`src/rtl/keypad_scanner.sv`:
```
// keypad_scanner: 4x4 matrix keypad column scan with row sync, press/release debounce and one-hot key capture.
// Define KEYPAD_AUTOREPEAT_EN to re-pulse key_valid every REPEAT_CYCLES while a key stays held.
module keypad_scanner #(
    parameter int SCAN_DIV        = 1000,
    parameter int DEBOUNCE_CYCLES = 50000,
    parameter int REPEAT_CYCLES   = 500000
) (
    input  logic       clk,
    input  logic       reset_n,
    input  logic [3:0] rows,
    output logic [3:0] cols,
    output logic [7:0] keypad_val,
    output logic       key_valid
);
    localparam int CMAX = (SCAN_DIV > DEBOUNCE_CYCLES) ? SCAN_DIV : DEBOUNCE_CYCLES;
    localparam int CW = $clog2(CMAX) + 1;
    localparam logic [CW-1:0] SCAN_LAST = CW'(SCAN_DIV - 1);
    localparam logic [CW-1:0] DB_LAST = CW'(DEBOUNCE_CYCLES - 1);

    if (SCAN_DIV < 2 || DEBOUNCE_CYCLES < 2 || REPEAT_CYCLES < 2) begin : g_param_check
        $error("keypad_scanner: SCAN_DIV, DEBOUNCE_CYCLES and REPEAT_CYCLES must be >= 2");
    end

    typedef enum logic [1:0] {SCAN, PRESS_DB, HELD, REL_DB} state_t;

    state_t        state, state_nx;
    logic [3:0]    r_meta, rs, rlow, cand, cand_nx;
    logic [1:0]    col, col_nx;
    logic [CW-1:0] cnt, cnt_nx;
    logic [7:0]    val_nx;
    logic          valid_nx, rep_fire, one_hot, held_row;

    assign rlow     = ~rs;
    assign one_hot  = (rlow != 4'd0) && ((rlow & (rlow - 4'd1)) == 4'd0);
    assign held_row = |(rlow & cand);
    assign cols     = ~(4'b0001 << col);

    // The column index only moves in SCAN or when a debounce gives up, so it freezes on the pressed key.
    always_comb begin
        state_nx = state;
        cnt_nx   = cnt;
        col_nx   = col;
        cand_nx  = cand;
        val_nx   = keypad_val;
        valid_nx = 1'b0;
        case (state)
            SCAN:
                if (cnt == SCAN_LAST) begin
                    cnt_nx = '0;
                    if (one_hot) begin
                        cand_nx  = rlow;
                        state_nx = PRESS_DB;
                    end else begin
                        col_nx = col + 2'd1;
                    end
                end else begin
                    cnt_nx = cnt + 1'b1;
                end
            PRESS_DB:
                if (rlow != cand) begin
                    state_nx = SCAN;
                    cnt_nx   = '0;
                    col_nx   = col + 2'd1;
                end else if (cnt == DB_LAST) begin
                    state_nx = HELD;
                    cnt_nx   = '0;
                    val_nx   = {cand, 4'b1000 >> col};
                    valid_nx = 1'b1;
                end else begin
                    cnt_nx = cnt + 1'b1;
                end
            HELD:
                if (!held_row) begin
                    state_nx = REL_DB;
                    cnt_nx   = '0;
                end
            REL_DB:
                if (held_row) begin
                    state_nx = HELD;
                end else if (cnt == DB_LAST) begin
                    state_nx = SCAN;
                    cnt_nx   = '0;
                    col_nx   = col + 2'd1;
                end else begin
                    cnt_nx = cnt + 1'b1;
                end
            default: state_nx = SCAN;
        endcase
    end

`ifdef KEYPAD_AUTOREPEAT_EN
    localparam int RW = $clog2(REPEAT_CYCLES) + 1;
    localparam logic [RW-1:0] REP_LAST = RW'(REPEAT_CYCLES - 1);

    logic [RW-1:0] rep, rep_nx;

    // Repeat count advances only while held, pauses across a release bounce, clears otherwise.
    always_comb begin
        rep_nx   = (state == HELD || state == REL_DB) ? rep : '0;
        rep_fire = 1'b0;
        if (state == HELD && held_row) begin
            rep_fire = (rep == REP_LAST);
            rep_nx   = rep_fire ? '0 : rep + 1'b1;
        end
    end

    always_ff @(posedge clk or negedge reset_n)
        if (!reset_n) rep <= '0;
        else          rep <= rep_nx;
`else
    assign rep_fire = 1'b0;
`endif

    always_ff @(posedge clk or negedge reset_n)
        if (!reset_n) begin
            r_meta     <= 4'hF;
            rs         <= 4'hF;
            state      <= SCAN;
            cnt        <= '0;
            col        <= '0;
            cand       <= '0;
            keypad_val <= '0;
            key_valid  <= 1'b0;
        end else begin
            r_meta     <= rows;
            rs         <= r_meta;
            state      <= state_nx;
            cnt        <= cnt_nx;
            col        <= col_nx;
            cand       <= cand_nx;
            keypad_val <= val_nx;
            key_valid  <= valid_nx | rep_fire;
        end
endmodule

```
`config.mk`:
```
export PLATFORM = sky130hd
export DESIGN_NAME = keypad_scanner
export DESIGN_NICKNAME = d
export VERILOG_FILES = /design/src/rtl/keypad_scanner.sv
export SDC_FILE = /design/constraint.sdc
export NUM_CORES = 1
export LEC_CHECK = 0
export CAP_MARGIN = 20
export CORE_ASPECT_RATIO = 0.6
export CORE_MARGIN = 8
export CORE_UTILIZATION = 59
export DETAILED_ROUTE_END_ITERATION = 16
export PLACE_DENSITY = 0.79
export RECOVER_POWER = 100
export SLEW_MARGIN = 15
export SYNTH_ARGS = -nofsm -noshare
export SYNTH_HDL_FRONTEND = slang
export SYNTH_SLANG_ARGS = --single-unit
```
`constraint.sdc`:
```
create_clock -name clk -period 5.7 [get_ports clk]
set_input_delay 1.14 -clock clk [delete_from_list [all_inputs] [get_ports clk]]
set_output_delay 1.14 -clock clk [all_outputs]
set_load 0.03 [all_outputs]
```
# After elaboration in Yosys (flattened, before gate mapping)
# Cells that the tools add are included.
# op_classes
shift	2
n_addsub	3
n_bitwise	5
mux	23
eq_ne	15
reduce_logical	11
# ops
cell	n
$mux 17	5
$pmux 17 s4	1
$mux 2	12
$add 17x1->17 const B	1
$eq 17x10->1 const B	1
$eq 17x16->1 const B	1
$ne 2x2->1 const B	7
$and 4x4->4	2
$not 4->4	2
$pmux 2 s4	1
$ne 3x3->1 const B	2
$pmux 2 s3	1
$reduce_and 3->1	2
$reduce_and 6->1	1
$reduce_and 5->1	1
$eq 2x2->1 const B	2
$logic_not 4->1	1
$ne 4x4->1	1
$reduce_bool 4->1	1
$reduce_or 4->1	1
$shl 1x2->4 const A	1
$shr 4x2->4 const A	1
$sub 4x1->4 const B	1
$mux 1	3
other kinds (7)	7
# totals
output_inout_bits	13
regBits	42

# Longest topological paths before layout
# logic_depth
word_depth	8
mapped_depth	8
mapped_depth_nobuf	8

# Worst setup path after synthesis
# OpenSTA, ideal clock, no wires.
# synth_timing
path_type	register to register
from	reg rs[1]
to	reg col[1]
period_less_slack_ns	2.434
setup_time_ns	0.125
setup_slack_ns	3.266
path_buffers	0
required_time_ns	5.575
stages_incl_launch_ff	8
arrival_time_ns	2.309
path_cell_list	dfstp_2 -> inv_1 -> ha_1 -> or4_2 -> nand2_1 -> nand2_2 -> a211o_2 -> mux2_4
# synth_between
elab_chain_cells	7
word_cells_on_any_way	13
# synth_lines
item	line_no	source
start, declared	27	logic [3:0] r_meta, rs, rlow, cand, cand_nx;
start signal, assigned	126	rs <= r_meta;
$not 4->4 (*)	33	assign rlow = ~rs;
net rlow[1]	27	
$sub 4x1->4	34	assign one_hot = (rlow != 4'd0) && ((rlow & (rlow - 4'd1)) == 4'd0);
$and 4x4->4	34	
$logic_not 4->1	34	
$logic_and 1x1->1	34	
$ne 2x2->1 (no source line)	--	
$reduce_and 6->1 (no source line) (*)	--	
end signal, assigned	129	col <= col_nx;
end, declared	28	logic [1:0] col, col_nx;
# The timed path passes the listed nets; every way through them passes the cells marked *.
# A chain may end at the register's enable or synchronous reset.

# Worst setup path after layout
# layout_timing
from	reg rs[1]
to	reg keypad_val[2]
# layout_between
elab_chain_cells	4
# layout_lines
item	line_no	source
$not 4->4	33	
net rlow[1]	27	
$ne 4x4->1	60	if (rlow != cand) begin
$not 1->1 (no source line)	--	
$reduce_and 3->1 (no source line)	--	
end signal, assigned	131	keypad_val <= val_nx;
end, declared	12	output logic [7:0] keypad_val,
# The timed path passes the listed nets, and every way through them passes these cells.

==> results.json <==
{
  "ys_seq_elements": 42,
  "synthesis.area_sq_um": 2084,
  "crit_chain": "inv_1, ha_1, or4_2, nor3_1, mux2_2",
  "worst_pin_slew_ns": 2.133,
  "fin_crit_ns": 3.314,
  "critPathMaxFanout": 10,
  "dieArea_sq_um": 5753,
  "pwr-share-comb_pct": 2.4,
  "hold_end": "rs[2]$_DFF_PN1_",
  "ir_worst_vdd_v": 0.0001909,
  "synth_most_common_cell": "dfrtp_1",
  "wire_per_inst_um": 16.58,
  "synth_top_cell_by_area": "dfrtp_1",
  "rows": 16,
  "dieHeight_um": 62.04,
  "crit_path_start_kind": "flop",
  "wl_met1_mm": 1.946,
  "post_cts_buffers": 0,
  "whs_path_depth": 0,
  "drtAntennaViolNets": 0,
  "num_antenna_cells": 0,
  "netlist.area_leader.share_pct": 40.82,
  "wl_met2_mm": 1.860,
  "worstSetupEndpointType": "flop",
  "finalCritPeriodShare_pct": 58.14,
  "cap_viol_max_count": 1,
  "violations": "capacitance limit, slew limit",
  "grt_pass1_vias": 1425,
  "dr.pass1.iters": 5,
  "synth_nets": 206,
  "rr_endpoint": "keypad_val[2]$_DFFE_PN0P_",
  "cts_tree": "yes",
  "cts_root_buf": "clkbuf_8",
  "cts_buffers": 5,
  "crit_slowest_cell": "nor3_1",
  "grt_pass1_wl_mm": 7.031,
  "via_count": 1554,
  "grt_usage_pct": 15.90,
  "reg2reg_slack_ns": 2.39,
  "synth_edf_count": 0,
  "ys_seq_area_share_pct": 50.90,
  "dpl_cell_area_sq_um": 2275,
  "ios": 19,
  "worst_slack_ns": 2.386,
  "place_hpwl_mm": 3.188,
  "status": "complete, but fails checks",
  "slew_viol_final": 43,
  "synth.distinct_cells": 47,
  "route.met3.wl_um": 404,
  "power_density_nw_per_um2": 232.4,
  "rsz0062_at_grt": "false",
  "wl_mm": 4.260,
  "switching_share_pct": 20.38,
  "routed_via_density": 6.047,
  "overflow": 0,
  "grt_max_degree": 43,
  "htreeDepth": 2,
  "setup_tns_ns": 0,
  "clock.fmax_mhz": 301.8,
  "ctsHoldBuffers": 0,
  "drtIter0Drc": 248,
  "syn_to_final_growth_pct": 13.39,
  "seqPwrFrac_pct": 55.5,
  "reg2reg_depth": 5,
  "fp.dieW_um": 92.74,
  "final.fill_count": 249,
  "crit_arrival_ns": 3.49,
  "dp_slack_ns": 3.041,
  "ctsLongestPathBuffers": 2,
  "min_path_type": "flop to flop",
  "hold_viol": 0,
  "regArea_sq_um": 1061,
  "synth_area_per_cell_sq_um": 10.91,
  "p_sw_w": 0.0001119,
  "crit_required_ns": 5.88,
  "relSlewSlack_pct": -42.21,
  "yosysWarnings": 0,
  "syn_inst": 191,
  "cts_resized": 0,
  "fin_area_sq_um": 2364,
  "coreArea_sq_um": 3323,
  "clock_power_share_pct": 42.1,
  "cts_sinks": 42,
  "ys_async_sr_fraction_pct": 100.0,
  "drc_errors": 0,
  "slowest_delay_ns": 1.04,
  "place_congestion": 0.9470,
  "multi_input_area_sq_um": 909.6,
  "intPower_w": 0.0004373,
  "final_nets": 226,
  "min_from": "r_meta[2]$_DFF_PN1_",
  "synth_common_cells": "dfrtp_1, nand2_1, nor2_1",
  "antenna_found_initial": 0,
  "fin_worst_skew_ns": 0.005693,
  "clkTransAtPathRegs_ns": 0.08,
  "synth.area.top_cells": "dfrtp_1, dfstp_2, ha_1, mux2_2, nand2_1",
  "initial_utilization_pct": 62.73,
  "crit_type": "flop to flop",
  "drive_gt1_share_pct": 15.09,
  "setup_viol": 0,
  "timing.rr.start": "rs[1]$_DFF_PN1_",
  "power.leakage_nw": 1.068,
  "highest-signal-layer": "met4",
  "io_buffer_count": 18,
  "insertion_delay_ns": 0.29,
  "synth_ff_type": "dfrtp_1"
}
power groups by stage:
stage	Sequential (W)	Clock (W)	Combinational [W]
final	0.000305	0.000231	0.0000131
after global routing	0.000305	0.000248	0.0000150
after CTS	0.000305	0.000237	0.0000142
after detailed placement	0.000311	0	0.0000138
after global placement	0.000311	0	0.0000130
after floorplan	0.000310	0	0.00000393
layout make-up:
cell class	count	share of cell area (%)
sequential	42	44.89
multi-input combinational	131	38.49
timing repair buffer	18	7.358
clock buffer	5	2.912
tap	45	2.382
inverter	13	2.065
clock inverter	3	1.906
worst max-delay path by stage:
| stage | cells after the start | slack (ns) | endpoint | from |
|---|---|---|---|---|
| 6_report | 5 | 2.39 | keypad_val[2]$_DFFE_PN0P_ | rs[1]$_DFF_PN1_ |
| 5_1_grt | 5 | 2.25 | keypad_val[1]$_DFFE_PN0P_ | rs[1]$_DFF_PN1_ |
| 4_1_cts | 4 | 2.78 | cols[0] | col[0]$_DFFE_PN0P_ |
| 3_5_place_dp | 5 | 3.04 | keypad_val[2]$_DFFE_PN0P_ | cnt[4]$_DFFE_PN0P_ |
| 3_3_place_gp | 5 | 3.13 | keypad_val[2]$_DFFE_PN0P_ | cnt[4]$_DFFE_PN0P_ |
| 2_1_floorplan | 7 | 3.27 | col[1]$_DFFE_PN0P_ | rs[1]$_DFF_PN1_ |
worst max-delay path: cells and delay by family, from the launching register on:
family,cells,cell delay (ns)
adders and majority gates,1,0.30
buffers and inverters,1,0.08
DFF,1,0.61
muxes,1,0.43
and+or+nand+nor,2,1.77
flip-flops by register name (all words and copies together), names as in the netlist:
register    cells
keypad_val      8
r_meta          4
state           2
col             2
key_valid       1
cnt            17
cand            4
rs              4
layout by cell type (no fill, tap or decap), types with 2 or more instances in the layout:
cell / count
nand2_1: 18
a21oi_1: 3
nand2b_1: 2
nand3b_1: 3
dfrtp_1: 34
nand4_1: 10
o31ai_1: 4
clkbuf_8: 5
clkinvlp_4: 2
xnor2_1: 4
ha_1: 9
or4_1: 2
dlygate4sd3_1: 17
nor4_1: 2
nor3_1: 3
dfstp_2: 7
nand4b_1: 2
nand3_1: 5
and3_1: 3
xor2_1: 7
or4_2: 2
inv_1: 13
o21ai_0: 11
mux2_2: 8
nor2_1: 15
kinds of logic (layout without fill, tap and decap cells):
group | count (synthesis) | count (layout) | share of synthesized area, %
AOI/OAI and AO/OA | 26 | 26 | 8.104
xor gates and xnor gates | 11 | 11 | 4.622
adders and majority gates | 9 | 9 | 5.402
buffers and inverters | 18 | 39 | 4.321
DFF | 42 | 42 | 50.90
muxes | 10 | 10 | 5.522
and+or+nand+nor | 75 | 75 | 21.13
stage by stage:
step / cells / total power [W] / util (%) / hold WS (ns)
finish: 257 / 0.0005492 / 71.12 / 0.3618
global route: 257 / 0.0005690 / 71.12 / 0.3673
CTS: 257 / 0.0005569 / 71.88 / 0.3589
detailed placement: 249 / 0.0003247 / 68.45 / 0.3468
global placement: 249 / 0.0003236 / 68.45 / 0.3475
floorplan: 191 / 0.0003142 / - / 0.3452
layer usage:
metal / up-vias / GRT usage [%]
met5: - / 0
met4: 0 / 6.818
met3: 7 / 5.276
met2: 79 / 23.58
met1: 750 / 21.02
li1: 718 / -
No activity file was read; power rests on OpenSTA's default activity.
